File: src/rtl/ysyx_23060208_sram_rd_arbiter.sv
`default_nettype none
// ============================================================================
//  Module      : ysyx_23060208_sram_rd_arbiter
//  Description : Round-robin arbiter that shares one SRAM read port between
//                the IFU (master 0) and the LSU (master 1). Every side uses the
//                simplified AXI-lite read channels (AR and R). Only one
//                transaction is outstanding at a time.
//  Revision    : 1.0 - initial release
// ============================================================================
module ysyx_23060208_sram_rd_arbiter #(
  parameter int DATA_WIDTH = 32
) (
  input  logic                  clk,
  input  logic                  rst,

  // Master 0 (IFU)
  input  logic [DATA_WIDTH-1:0] m0_araddr,
  input  logic                  m0_arvalid,
  output logic                  m0_arready,
  output logic [DATA_WIDTH-1:0] m0_rdata,
  output logic [1:0]            m0_rresp,
  output logic                  m0_rvalid,
  input  logic                  m0_rready,

  // Master 1 (LSU)
  input  logic [DATA_WIDTH-1:0] m1_araddr,
  input  logic                  m1_arvalid,
  output logic                  m1_arready,
  output logic [DATA_WIDTH-1:0] m1_rdata,
  output logic [1:0]            m1_rresp,
  output logic                  m1_rvalid,
  input  logic                  m1_rready,

  // Slave (SRAM)
  output logic [DATA_WIDTH-1:0] s_araddr,
  output logic                  s_arvalid,
  input  logic                  s_arready,
  input  logic [DATA_WIDTH-1:0] s_rdata,
  input  logic [1:0]            s_rresp,
  input  logic                  s_rvalid,
  output logic                  s_rready,

  // Debug: index of the master currently granted
  output logic                  owner
);

  typedef enum logic [1:0] {
    ST_IDLE = 2'd0,
    ST_ADDR = 2'd1,
    ST_DATA = 2'd2
  } state_e;

  state_e                state_q;
  state_e                state_d;
  logic                  owner_q;
  logic                  owner_d;
  logic                  last_grant_q;
  logic                  last_grant_d;
  logic [DATA_WIDTH-1:0] addr_q;
  logic [DATA_WIDTH-1:0] addr_d;

  logic                  w_any_req;
  logic                  w_grant_idx;
  logic                  w_r_done;

  // Winner selection: a lone requester wins outright; on a tie the master
  // that did not complete the previous transaction wins.
  always_comb begin
    w_any_req   = m0_arvalid | m1_arvalid;
    w_grant_idx = 1'b0;
    if (m0_arvalid && m1_arvalid) begin
      w_grant_idx = ~last_grant_q;
    end else if (m1_arvalid) begin
      w_grant_idx = 1'b1;
    end
  end

  // Next-state logic plus all handshake and routing outputs.
  always_comb begin
    state_d      = state_q;
    owner_d      = owner_q;
    last_grant_d = last_grant_q;
    addr_d       = addr_q;

    m0_arready   = 1'b0;
    m1_arready   = 1'b0;
    m0_rvalid    = 1'b0;
    m1_rvalid    = 1'b0;
    m0_rdata     = '0;
    m1_rdata     = '0;
    m0_rresp     = 2'b00;
    m1_rresp     = 2'b00;
    s_arvalid    = 1'b0;
    s_rready     = 1'b0;
    w_r_done     = 1'b0;

    case (state_q)
      ST_IDLE: begin
        // Accept the winner's AR in this cycle; gated by reset so that no
        // handshake can be seen while the block is being reset.
        if (!rst && w_any_req) begin
          m0_arready = ~w_grant_idx;
          m1_arready =  w_grant_idx;
          addr_d     = w_grant_idx ? m1_araddr : m0_araddr;
          owner_d    = w_grant_idx;
          state_d    = ST_ADDR;
        end
      end

      ST_ADDR: begin
        // Forward the latched address; master address changes are ignored.
        s_arvalid = 1'b1;
        if (s_arready) begin
          state_d = ST_DATA;
        end
      end

      ST_DATA: begin
        // Route the R channel to the owner only; the other master sees zeros.
        if (owner_q == 1'b0) begin
          m0_rvalid = s_rvalid;
          m0_rdata  = s_rdata;
          m0_rresp  = s_rresp;
          s_rready  = m0_rready;
        end else begin
          m1_rvalid = s_rvalid;
          m1_rdata  = s_rdata;
          m1_rresp  = s_rresp;
          s_rready  = m1_rready;
        end
        w_r_done = s_rvalid & s_rready;
        if (w_r_done) begin
          // Round-robin history moves only when the data beat completes.
          last_grant_d = owner_q;
          state_d      = ST_IDLE;
        end
      end

      default: begin
        state_d = ST_IDLE;
      end
    endcase
  end

  assign s_araddr = addr_q;
  assign owner    = owner_q;

  // State registers with synchronous active-high reset.
  always_ff @(posedge clk) begin
    if (rst) begin
      state_q      <= ST_IDLE;
      owner_q      <= 1'b0;
      last_grant_q <= 1'b1;
      addr_q       <= '0;
    end else begin
      state_q      <= state_d;
      owner_q      <= owner_d;
      last_grant_q <= last_grant_d;
      addr_q       <= addr_d;
    end
  end

endmodule
`default_nettype wire

File: config.mk
export PLATFORM = sky130hd
export DESIGN_NAME = ysyx_23060208_sram_rd_arbiter
export DESIGN_NICKNAME = d
export VERILOG_FILES = /design/src/rtl/ysyx_23060208_sram_rd_arbiter.sv
export SDC_FILE = /design/constraint.sdc
export NUM_CORES = 1
export LEC_CHECK = 0
export ABC_AREA = 1
export BUFFER_PORTS_ARGS = -buffer_cell sky130_fd_sc_hd__buf_2
export CAP_MARGIN = 20
export CORE_UTILIZATION = 38
export DETAILED_ROUTE_END_ITERATION = 6
export PLACE_DENSITY_LB_ADDON = 0.2
export SLEW_MARGIN = 30
export SYNTH_ARGS = -nofsm -noshare
export SYNTH_HDL_FRONTEND = slang
export SYNTH_SLANG_ARGS = --single-unit
File: constraint.sdc
create_clock -name clk -period 1.45 [get_ports clk]
set_input_delay 0.29 -clock clk [delete_from_list [all_inputs] [get_ports clk]]
set_output_delay 0.29 -clock clk [all_outputs]
set_load 0.05 [all_outputs]
== Word-level counts from Yosys, hierarchy flattened ==
Cells that the tools add are included.
Storage, ports and cells
  bits in registers: 36
  input bits: 106
  output and inout port bits: 107
  word-level logic and storage cells: 47
Operators by class
  eq/ne operators: 5
  muxes and demuxes: 27
  bitwise operators: 4
  reductions and logical operators: 7
Operator list (count)
  32-bit 2-to-1 mux: 5
  1-bit 2-to-1 mux: 14
  2-bit 2-to-1 mux: 7
  2-bit != test (second input constant): 3
  2-bit one-hot mux with 3 select lines: 1
  2-bit AND reduction: 2
  3-bit AND reduction: 1
  2-bit by 1-bit equality test with 1-bit output (second input constant): 1
  2-bit equality test (second input constant): 1
  1-bit logical AND: 2
  2-bit logical NOT: 1
  1-bit NOT: 2
  1-bit bitwise AND: 1
  1-bit logical NOT: 1
  1-bit bitwise OR: 1

== Logic depth before layout (Yosys ltp) ==
Gate-level depths: netlist (run 1).
  depth after elaboration: 5
  depth in mapped cells: 7
  mapped depth without buffers: 6

== Least setup slack after synthesis (run 1) ==
Ideal clock, no wire load.
  kind: register to output
  from: register owner_q, in the netlist owner
  to: output m1_rdata[10]
  arrival: 1.838 ns
  path slack: -0.678 ns
  stages on the path, launching flop included: 6
  cells stage by stage: dfxtp_1 > inv_1 > nor2_2 > inv_2 > buf_2 > nor2_1
Between the ends
  cells in the longest elaborated chain, start to end: 2
Ends and longest elaborated chain
  start: declaration: line 55  | logic owner_q;
  start signal: assignment: line 157  | owner_q <= owner_d;
  32-bit 2-to-1 mux: line 120  | if (owner_q == 1'b0) begin
  32-bit 2-to-1 mux: line 97  | case (state_q)
  end: declaration: line 29  | output logic [DATA_WIDTH-1:0] m1_rdata,
Every way passes these cells.

== Worst setup path after layout (run 1) ==
  from: register state_q[1]
  to: output m1_rdata[10]
Between the ends
  cells in the longest elaborated chain, start to end: 2
Ends and longest elaborated chain
  start: declaration: line 53  | state_e state_q;
  start signal: assignment: line 156  | state_q <= state_d;
  2-bit equality test: line 97
  32-bit 2-to-1 mux: line 97
Every way passes these cells.

==> results.json, run 1 <==
{
  "outcome": "finished, violations left",
  "violations": "setup timing",
  "synth_edf_count": 0,
  "fin_crit_ps": 1768,
  "p_switching_mw": 1.410,
  "diodes": 0,
  "yosysUniqueCellTypes": 19,
  "slowest_delay_ps": 330,
  "fillers": 424,
  "leakage_nw": 2.449,
  "synth_cells": 396,
  "worstHoldPathType": "in2reg",
  "critical_path.most_common_cell": "nor2_4",
  "grt_max_degree": 35,
  "hp-start": "s_arready",
  "routedWlPerCell_um": 14.63,
  "synth_commonest_cells": "nand2_1 (121), nor2_1 (74), inv_1 (37)",
  "ys_async_sr_fraction_pct": 0,
  "antenna_found_initial": 0,
  "portBuffers": 212,
  "combinationalPowerShare_pct": 45.6,
  "drc_errors": 0,
  "r2r_slack_ps": 170,
  "synth.top_cell.area_share_pct": 29.69,
  "critical-path-top-delay-family": "buffers and inverters",
  "overflow": 0,
  "cp.required_ps": 1160,
  "crit_path_end_kind": "output pin",
  "r2r_end": "owner",
  "cp.arrival_ps": 1480,
  "path_cells": "inv_2 -> nor2_4 -> inv_2 -> nor2_4 -> inv_4 -> buf_4 -> nor2_4 -> buf_8",
  "worst_pin_slew_ps": 339.7,
  "drt_iter0_drc": 107,
  "switching_share_pct": 41.97,
  "die_w_um": 81.93,
  "p_int_mw": 1.950,
  "ios": 213,
  "first_global_vias": 2856,
  "synth_seq_cells": 36,
  "drtAntennaViolNets": 0,
  "clk_pin_slew_ps": 70,
  "drive_above_1_share_pct": 61.09,
  "clock-sinks": 36,
  "grtUsageTotal_pct": 26.69,
  "power_frac_clock_pct": 21.5,
  "synth_flop_cell": "dfxtp_1",
  "cts_inserted_buffers": 5,
  "final_cell_area_mm2": 0.004861,
  "nets": 727,
  "avgSynthCellArea_um2": 6.130,
  "routabilityCongestion": 0.7968,
  "worstSetupPathType": "reg2out",
  "tns_ps": -18360,
  "clockBufferDepth": 2,
  "netlist_area_mm2": 0.002427,
  "hold_violations": 0,
  "hpwlAfterDp_mm": 6.453,
  "slew_headroom_pct": 77.35,
  "vias": 3362,
  "start_kind": "flip-flop",
  "power_density_mw_per_mm2": 691.3,
  "cts-hold-fix-buffers": 0,
  "rsz0062_at_grt": "yes",
  "setup_ws_ps": -317.7,
  "htree_levels": 2,
  "yosysMostFrequentCell": "nand2_1",
  "placementRows": 28,
  "fin_crit_sh_pct": 121.9,
  "synthTopCellsByArea": "dfxtp_1 (30%), nand2_1 (19%), nor2_1 (11%), nand3_1 (7.2%), a21oi_2 (6.5%)",
  "final_cells": 697,
  "hold_depth": 2,
  "die_h_um": 81.93,
  "cp_max_fo": 5,
  "reg2reg_from": "state_q[0]",
  "slowest_stage": "dfxtp_2",
  "initial_core_util_pct": 40.28,
  "synthToLayoutAreaGrowth_pct": 100.3,
  "clock_latency_ps": 290,
  "synth_area_leader_cell": "dfxtp_1",
  "dieArea_mm2": 0.006712,
  "dp.cells": 680,
  "critPathBufInv": 5,
  "cts_tree": "built",
  "seq_area_frac_synth_pct": 29.69,
  "synth_nets": 502,
  "wl_mm": 10.20,
  "min_to": "state_q[0]",
  "rr_worst_depth": 8,
  "dpl_cell_area_mm2": 0.004001,
  "finalMaxSlewViolations": 0,
  "yosys_warnings": 0,
  "vdd_ir_drop_max_mv": 0.5768,
  "drv_cap": 0,
  "skew_ps": 20.50,
  "sequentialPowerShare_pct": 32.9,
  "dr.pass1.iters": 4,
  "grt_first_pass_wirelength_mm": 13.70,
  "core_region_area_mm2": 0.006026,
  "fmax_ghz": 0.5657,
  "setup-violations-final": 73,
  "clockRootBuffer": "clkbuf_8",
  "vias_per_cell": 4.824
}
[final cells by class]
class	count	area, µm²	share of cell area (%)
Sequential cell	36	726.9	14.95
Inverter	41	161.4	3.320
Timing Repair Buffer	244	2007	41.29
Tap cell	75	93.84	1.931
Multi-Input combinational cell	293	1782	36.65
Clock inverter	3	21.27	0.4376
Clock buffer	5	68.82	1.416
[routing by layer]
layer,track usage [%],share of wire (%),up-vias
li1,-,-,1650
met1,29.66,37,1544
met2,49.75,54,146
met3,4.889,6.6,22
met4,10.00,2.4,0
met5,0,0,-
[state kept, by name (all words and copies together) (netlist names)]
signal        cells
s_araddr         32
owner             1
state_q           2
last_grant_q      1
[worst reg2reg max path: cells and delay by family (launching register included)]
kind,cells,cell delay (ps)
buf+inv,3,450
simple gates,5,440
flops,1,330
[power groups by stage]
stage | logic [mW] | clock network (mW) | registers [mW]
4_1_cts | 1.41 | 0.728 | 1.11
5_1_grt | 1.63 | 0.775 | 1.12
2_1_floorplan | 0.716 | 0 | 1.35
3_3_place_gp | 1.28 | 0 | 1.12
6_report | 1.53 | 0.724 | 1.11
3_5_place_dp | 1.30 | 0 | 1.13
[worst max path at each step]
| stage | start | end | depth (start not counted) |
|---|---|---|---|
| finish | state_q[1] | m1_rdata[10] | 8 |
| global route | state_q[1] | m1_rdata[10] | 8 |
| CTS | state_q[1] | m1_rdata[1] | 8 |
| detailed placement | state_q[1] | m1_rdata[12] | 8 |
| global placement | state_q[1] | m1_rdata[12] | 8 |
| floorplan | state_q[1] | m0_rdata[23] | 4 |
[metrics by stage]
| stage | total power, mW | hold WS, ps | utilization [%] | setup slack (ps) |
|---|---|---|---|---|
| floorplan | 2.068 | 389.9 | - | -127.8 |
| global placement | 2.408 | 448.2 | 66.40 | -62.51 |
| detailed placement | 2.427 | 452.1 | 66.40 | -90.50 |
| CTS | 3.249 | 232.7 | 77.08 | -280.8 |
| global route | 3.519 | 253.1 | 80.67 | -375.4 |
| finish | 3.361 | 241.2 | 80.67 | -317.7 |
[cell families after synthesis]
logic type / after synthesis / synth area share [%]
flops: 36 / 29.69
compound gates: 36 / 10.31
buf+inv: 67 / 13.92
simple gates: 257 / 46.08
[what timing repair did]
action / 4_1_cts / 5_1_grt
resized for setup: 163 / 32
endpoints found under the setup margin: 74 / 100
cloned: 0 / 5
endpoints found under the hold margin: 0 / 0
buffers inserted: 6 / 3
pin swaps: 3 / 5
[placed cells by master (no fill, tap or decap), drive strengths merged]
cell type  synthesis  routed
nand3             36      36
nand2            142     142
clkinvlp           0       1
o31ai              1       1
clkbuf             3       9
clkinv             0       1
buf               23     240
a21oi             35      35
dfxtp             36      36
inv               41      42
nor2              79      79
(Power assumes the default switching activity.)
==> run 2: changes to the inputs <==
--- a/config.mk
+++ b/config.mk
@@ -8,7 +8,7 @@
 export ABC_AREA = 1
 export BUFFER_PORTS_ARGS = -buffer_cell sky130_fd_sc_hd__buf_2
 export CAP_MARGIN = 20
-export CORE_UTILIZATION = 38
+export CORE_UTILIZATION = 35
 export DETAILED_ROUTE_END_ITERATION = 6
 export PLACE_DENSITY_LB_ADDON = 0.2
 export SLEW_MARGIN = 30
==> constraint.sdc (replaced) <==
create_clock -name clk -period 1.6 [get_ports clk]
set_input_delay 0.32 -clock clk [delete_from_list [all_inputs] [get_ports clk]]
set_output_delay 0.32 -clock clk [all_outputs]
set_load 0.05 [all_outputs]
==> results.json, run 2 (same netlist as run 1, synthesis figures left out) <==
{
  "clockRootBuffer": "clkbuf_8",
  "cp.required_ps": 1280,
  "critical_path.most_common_cell": "nor2_4",
  "first_global_vias": 3021,
  "largest_reg_flops": 32,
  "vdd_ir_drop_max_mv": 0.3927,
  "power_density_mw_per_mm2": 609.9,
  "dpl_cell_area_mm2": 0.004128,
  "hpwlAfterDp_mm": 6.391,
  "drt_iter0_drc": 91,
  "drv_cap": 0,
  "cp.arrival_ps": 1510,
  "setup_ws_ps": -233.7,
  "rsz0062_at_grt": "yes",
  "worstSetupPathType": "reg2out",
  "dieArea_mm2": 0.007272,
  "clock-sinks": 36,
  "wl_mm": 10.01,
  "hold_depth": 2,
  "reg2reg_from": "state_q[1]",
  "routedWlPerCell_um": 14.31,
  "synthToLayoutAreaGrowth_pct": 104.6,
  "final_cells": 699,
  "outcome": "finished, violations left",
  "cp_max_fo": 9,
  "cts_inserted_buffers": 5,
  "layout_common_cells": "buf_2 (140), nand2_1 (120), nor2_4 (71)",
  "skew_ps": 10.38,
  "routabilityCongestion": 0.8267,
  "grt_first_pass_wirelength_mm": 15.04,
  "r2r_end": "s_araddr[26]",
  "crit_path_end_kind": "output pin",
  "clk_pin_slew_ps": 70,
  "leakage_nw": 2.453,
  "hp-start": "s_arready",
  "fin_crit_ps": 1834,
  "overflow": 0,
  "die_h_um": 85.28,
  "cts_tree": "built",
  "drtAntennaViolNets": 0,
  "setup-violations-final": 72,
  "start_kind": "flip-flop",
  "finalPower_mw": 3.030,
  "finalMaxSlewViolations": 0,
  "dr.pass1.iters": 4,
  "final_cell_area_mm2": 0.004967,
  "initial_core_util_pct": 37.16,
  "worst_pin_slew_ps": 470.3,
  "fmax_ghz": 0.5454,
  "antenna_found_initial": 0,
  "fin_crit_sh_pct": 114.6,
  "htree_levels": 2,
  "diodes": 0,
  "dp.cells": 678,
  "path_cells": "inv_2 -> nor2_4 -> buf_4 -> nand2_8 -> buf_12 -> nor2_4 -> buf_8",
  "nets": 727,
  "grtUsageTotal_pct": 26.02,
  "portBuffers": 212,
  "clock_latency_ps": 290,
  "rr_worst_depth": 8,
  "hold_violations": 0,
  "cts-hold-fix-buffers": 0,
  "grt_max_degree": 34,
  "vias_per_cell": 4.737,
  "slowest_stage": "dfxtp_2",
  "vias": 3311,
  "slowest_delay_ps": 340,
  "fillers": 469,
  "slew_headroom_pct": 68.64,
  "final_core_util_pct": 76.05,
  "worstHoldPathType": "in2reg",
  "r2r_slack_ps": 190,
  "drc_errors": 0,
  "ios": 213,
  "placementRows": 29,
  "min_to": "state_q[0]",
  "die_w_um": 85.28,
  "violations": "setup timing",
  "clockBufferDepth": 2,
  "drive_above_1_share_pct": 60.93,
  "core_region_area_mm2": 0.006531,
  "mostFrequentLayoutCell": "buf_2",
  "tns_ps": -14380
}
run 2: cell types whose count changed in the layout (fill, tap and decap cells not counted), sizes merged:
cell and delta:
clkbuf -2, buf +2
run 2: timing repair:
action	in CTS	in global routing
buffers inserted	6	5
gates resized for setup	162	22
pin swaps	6	2
endpoints found under the setup margin	73	74
gates cloned	1	2
run 2: area by class of cell:
type	instances	area, µm²	share of cell area (%)
Timing Repair Buffer	244	1982	39.90
Multi-Input combinational cell	293	1916	38.56
Sequential cell	36	726.9	14.63
Inverter	41	156.4	3.149
Tap cell	77	96.34	1.940
Clock buffer	5	68.82	1.385
Clock inverter	3	21.27	0.4282
run 2: through the flow:
stage               hold slack [ps]  setup WS [ps]
floorplan                     419.9         -40.96
global placement              450.3          31.80
detailed placement            452.2         -23.51
CTS                           242.5         -226.6
global route                  247.7         -299.7
finish                        262.7         -233.7
run 2: worst max path at each step:
stage                     slack [ps]        from           end
after floorplan                  -40       owner  m0_rdata[23]
after global placement            30  state_q[1]   m1_rdata[1]
after detailed placement         -20  state_q[1]   m1_rdata[1]
after CTS                       -230  state_q[1]   m1_rdata[5]
after global routing            -300  state_q[1]  m1_rdata[31]
final                           -230  state_q[1]  m0_rdata[19]
run 2: worst max-delay path, delay by kind of cell, from the launching register on:
| kind | cells | cell delay, ps |
|---|---|---|
| and+or+nand+nor | 3 | 340 |
| DFF | 1 | 340 |
| buffers and inverters | 4 | 540 |
run 2: power breakdown:
group | total (mW) | internal [mW] | switching [mW]
Sequential | 1.00 | 0.962 | 0.0423
Clock | 0.656 | 0.309 | 0.347
Combinational | 1.37 | 0.471 | 0.898
run 2: routing by layer:
| layer | global-route usage [%] | wire length [µm] | vias up |
|---|---|---|---|
| li1 | - | - | 1651 |
| met5 | 0 | 0 | - |
| met2 | 49.63 | 5308 | 151 |
| met3 | 6.031 | 732 | 28 |
| met1 | 28.19 | 3648 | 1481 |
| met4 | 8.485 | 317 | 0 |
==> run 3: changes to the inputs <==
--- a/config.mk
+++ b/config.mk
@@ -8,8 +8,9 @@
 export ABC_AREA = 1
 export BUFFER_PORTS_ARGS = -buffer_cell sky130_fd_sc_hd__buf_2
 export CAP_MARGIN = 20
-export CORE_UTILIZATION = 35
+export CORE_AREA = 2 2 83 85
 export DETAILED_ROUTE_END_ITERATION = 6
+export DIE_AREA = 0 0 85 87
 export PLACE_DENSITY_LB_ADDON = 0.2
 export SLEW_MARGIN = 30
 export SYNTH_ARGS = -nofsm -noshare
==> constraint.sdc (replaced) <==
create_clock -name clk -period 2.3 [get_ports clk]
set_input_delay 0.46 -clock clk [delete_from_list [all_inputs] [get_ports clk]]
set_output_delay 0.46 -clock clk [all_outputs]
set_load 0.05 [all_outputs]
==> results.json, run 3 (same netlist as run 1, synthesis figures left out) <==
{
  "clock-sinks": 36,
  "placementRows": 30,
  "power_density_mw_per_mm2": 552.3,
  "worst-path-stages": 7,
  "clock_latency_ps": 290,
  "power_frac_clock_pct": 27.9,
  "p_int_mw": 1.198,
  "vdd_ir_drop_max_mv": 0.3582,
  "clk_pin_slew_ps": 70,
  "worstHoldPathType": "in2reg",
  "antenna_found_initial": 1,
  "cp_max_fo": 35,
  "finalMaxSlewViolations": 0,
  "outcome": "finished, final reports clean",
  "hold_depth": 2,
  "dieArea_mm2": 0.007395,
  "cts-hold-fix-buffers": 0,
  "setup-violations-final": 0,
  "drc_errors": 0,
  "hold_violations": 0,
  "drt_iter0_drc": 69,
  "dr.pass1.iters": 5,
  "p_switching_uw": 775.6,
  "cp.required_ps": 1840,
  "hold_ws_ps": 394.4,
  "cts_setup_buffers": 0,
  "critical_path.most_common_cell": "inv_2",
  "layout_common_cells": "buf_2 (212), nand2_1 (121), nor2_1 (74)",
  "final_core_util_pct": 54.40,
  "largest_reg_flops": 32,
  "setup_ws_ps": 265.0,
  "wl_mm": 7.815,
  "worstSetupPathType": "reg2out",
  "cts_inserted_buffers": 5,
  "slowest_delay_ps": 360,
  "portBuffers": 212,
  "ios": 213,
  "start_kind": "flip-flop",
  "first_global_vias": 2677,
  "slew_headroom_pct": 69.47,
  "core_region_area_mm2": 0.006569,
  "crit_path_end_kind": "output pin",
  "post_cts_resized": 0,
  "sequentialPowerShare_pct": 35.3,
  "fmax_ghz": 0.4914,
  "die_h_um": 87,
  "drtAntennaViolNets": 0,
  "leakage_nw": 2.204,
  "grtUsageTotal_pct": 19.82,
  "vias_per_cell": 4.513,
  "clockBufferDepth": 2,
  "grt_max_degree": 36,
  "htree_levels": 2,
  "skew_ps": 8.509,
  "post-place-ws_ps": 466.5,
  "drive_above_1_share_pct": 46.23,
  "routedWlPerCell_um": 11.53,
  "cp.arrival_ps": 1580,
  "slowest_stage": "dfxtp_1",
  "tns_ps": 0,
  "cts_tree": "built",
  "critPathBufInv": 4,
  "routabilityCongestion": 0.8192,
  "finalPower_mw": 1.974,
  "overflow": 0,
  "switching_share_pct": 39.29,
  "combinationalPowerShare_pct": 36.8,
  "nets": 702,
  "rr_worst_depth": 5,
  "synthToLayoutAreaGrowth_pct": 47.22,
  "drv_cap": 0,
  "mostFrequentLayoutCell": "buf_2",
  "rsz0062_at_grt": "no",
  "grt_first_pass_wirelength_mm": 12.00,
  "die_w_um": 85,
  "critical-path-top-delay-family": "buffers and inverters",
  "worst_pin_slew_ps": 457.9,
  "path_cells": "inv_2 -> nor2_4 -> inv_2 -> nor2_2 -> inv_4 -> nor2_1 -> buf_2",
  "vias": 3060,
  "hpwlAfterDp_mm": 6.208,
  "fin_crit_sh_pct": 88.48,
  "clockRootBuffer": "clkbuf_8",
  "initial_core_util_pct": 36.95,
  "fin_crit_ps": 2035
}
==> run 3: cell type report <==
class	count	area (µm²)
repair buffers	219	1114
flip-flops and latches	36	720.7
inverters	41	156.4
clock buffers	5	68.82
multi-input cells	293	1369
diodes	1	2.502
well taps	80	100.1
fillers	690	2995
clock inverters	3	42.54
==> run 3: per-stage QoR <==
step / instance area (µm²) / std cells
global placement: 3457 / 669
global route: 3573 / 678
finish: 3573 / 678
floorplan: 2427 / 396
detailed placement: 3457 / 669
CTS: 3568 / 677
==> run 3: worst register-to-register path, stage by stage (launching register included) <==
cell and delay [ps]:
dfxtp_1 350, nor2_1 300, nand2_8 140, buf_4 270, nand2_1 110, a21oi_1 70
==> run 3: power groups by stage <==
stage / clock network (mW) / logic, mW / registers [mW]
global placement: 0 / 0.725 / 0.710
floorplan: 0 / 0.402 / 0.851
CTS: 0.572 / 0.733 / 0.697
global route: 0.589 / 0.788 / 0.702
finish: 0.551 / 0.726 / 0.697
detailed placement: 0 / 0.731 / 0.711
==> run 3: routing by layer <==
layer / up-vias / part of all wire (%) / GRT usage (%)
met4: 0 / 2.2 / 6.349
met2: 118 / 52 / 38.71
li1: 1598 / - / -
met5: - / 0 / 0
met1: 1331 / 38 / 20.61
met3: 13 / 7.8 / 4.834
==> run 3: final timing paths <==
kind                                   start            to  slack, ps
worst min register to register  s_araddr[14]  s_araddr[14]        460
worst max-delay path              state_q[1]   m1_rdata[7]        260
worst max register to register    state_q[0]  s_araddr[20]        940
worst min-delay path               s_arready    state_q[0]        390
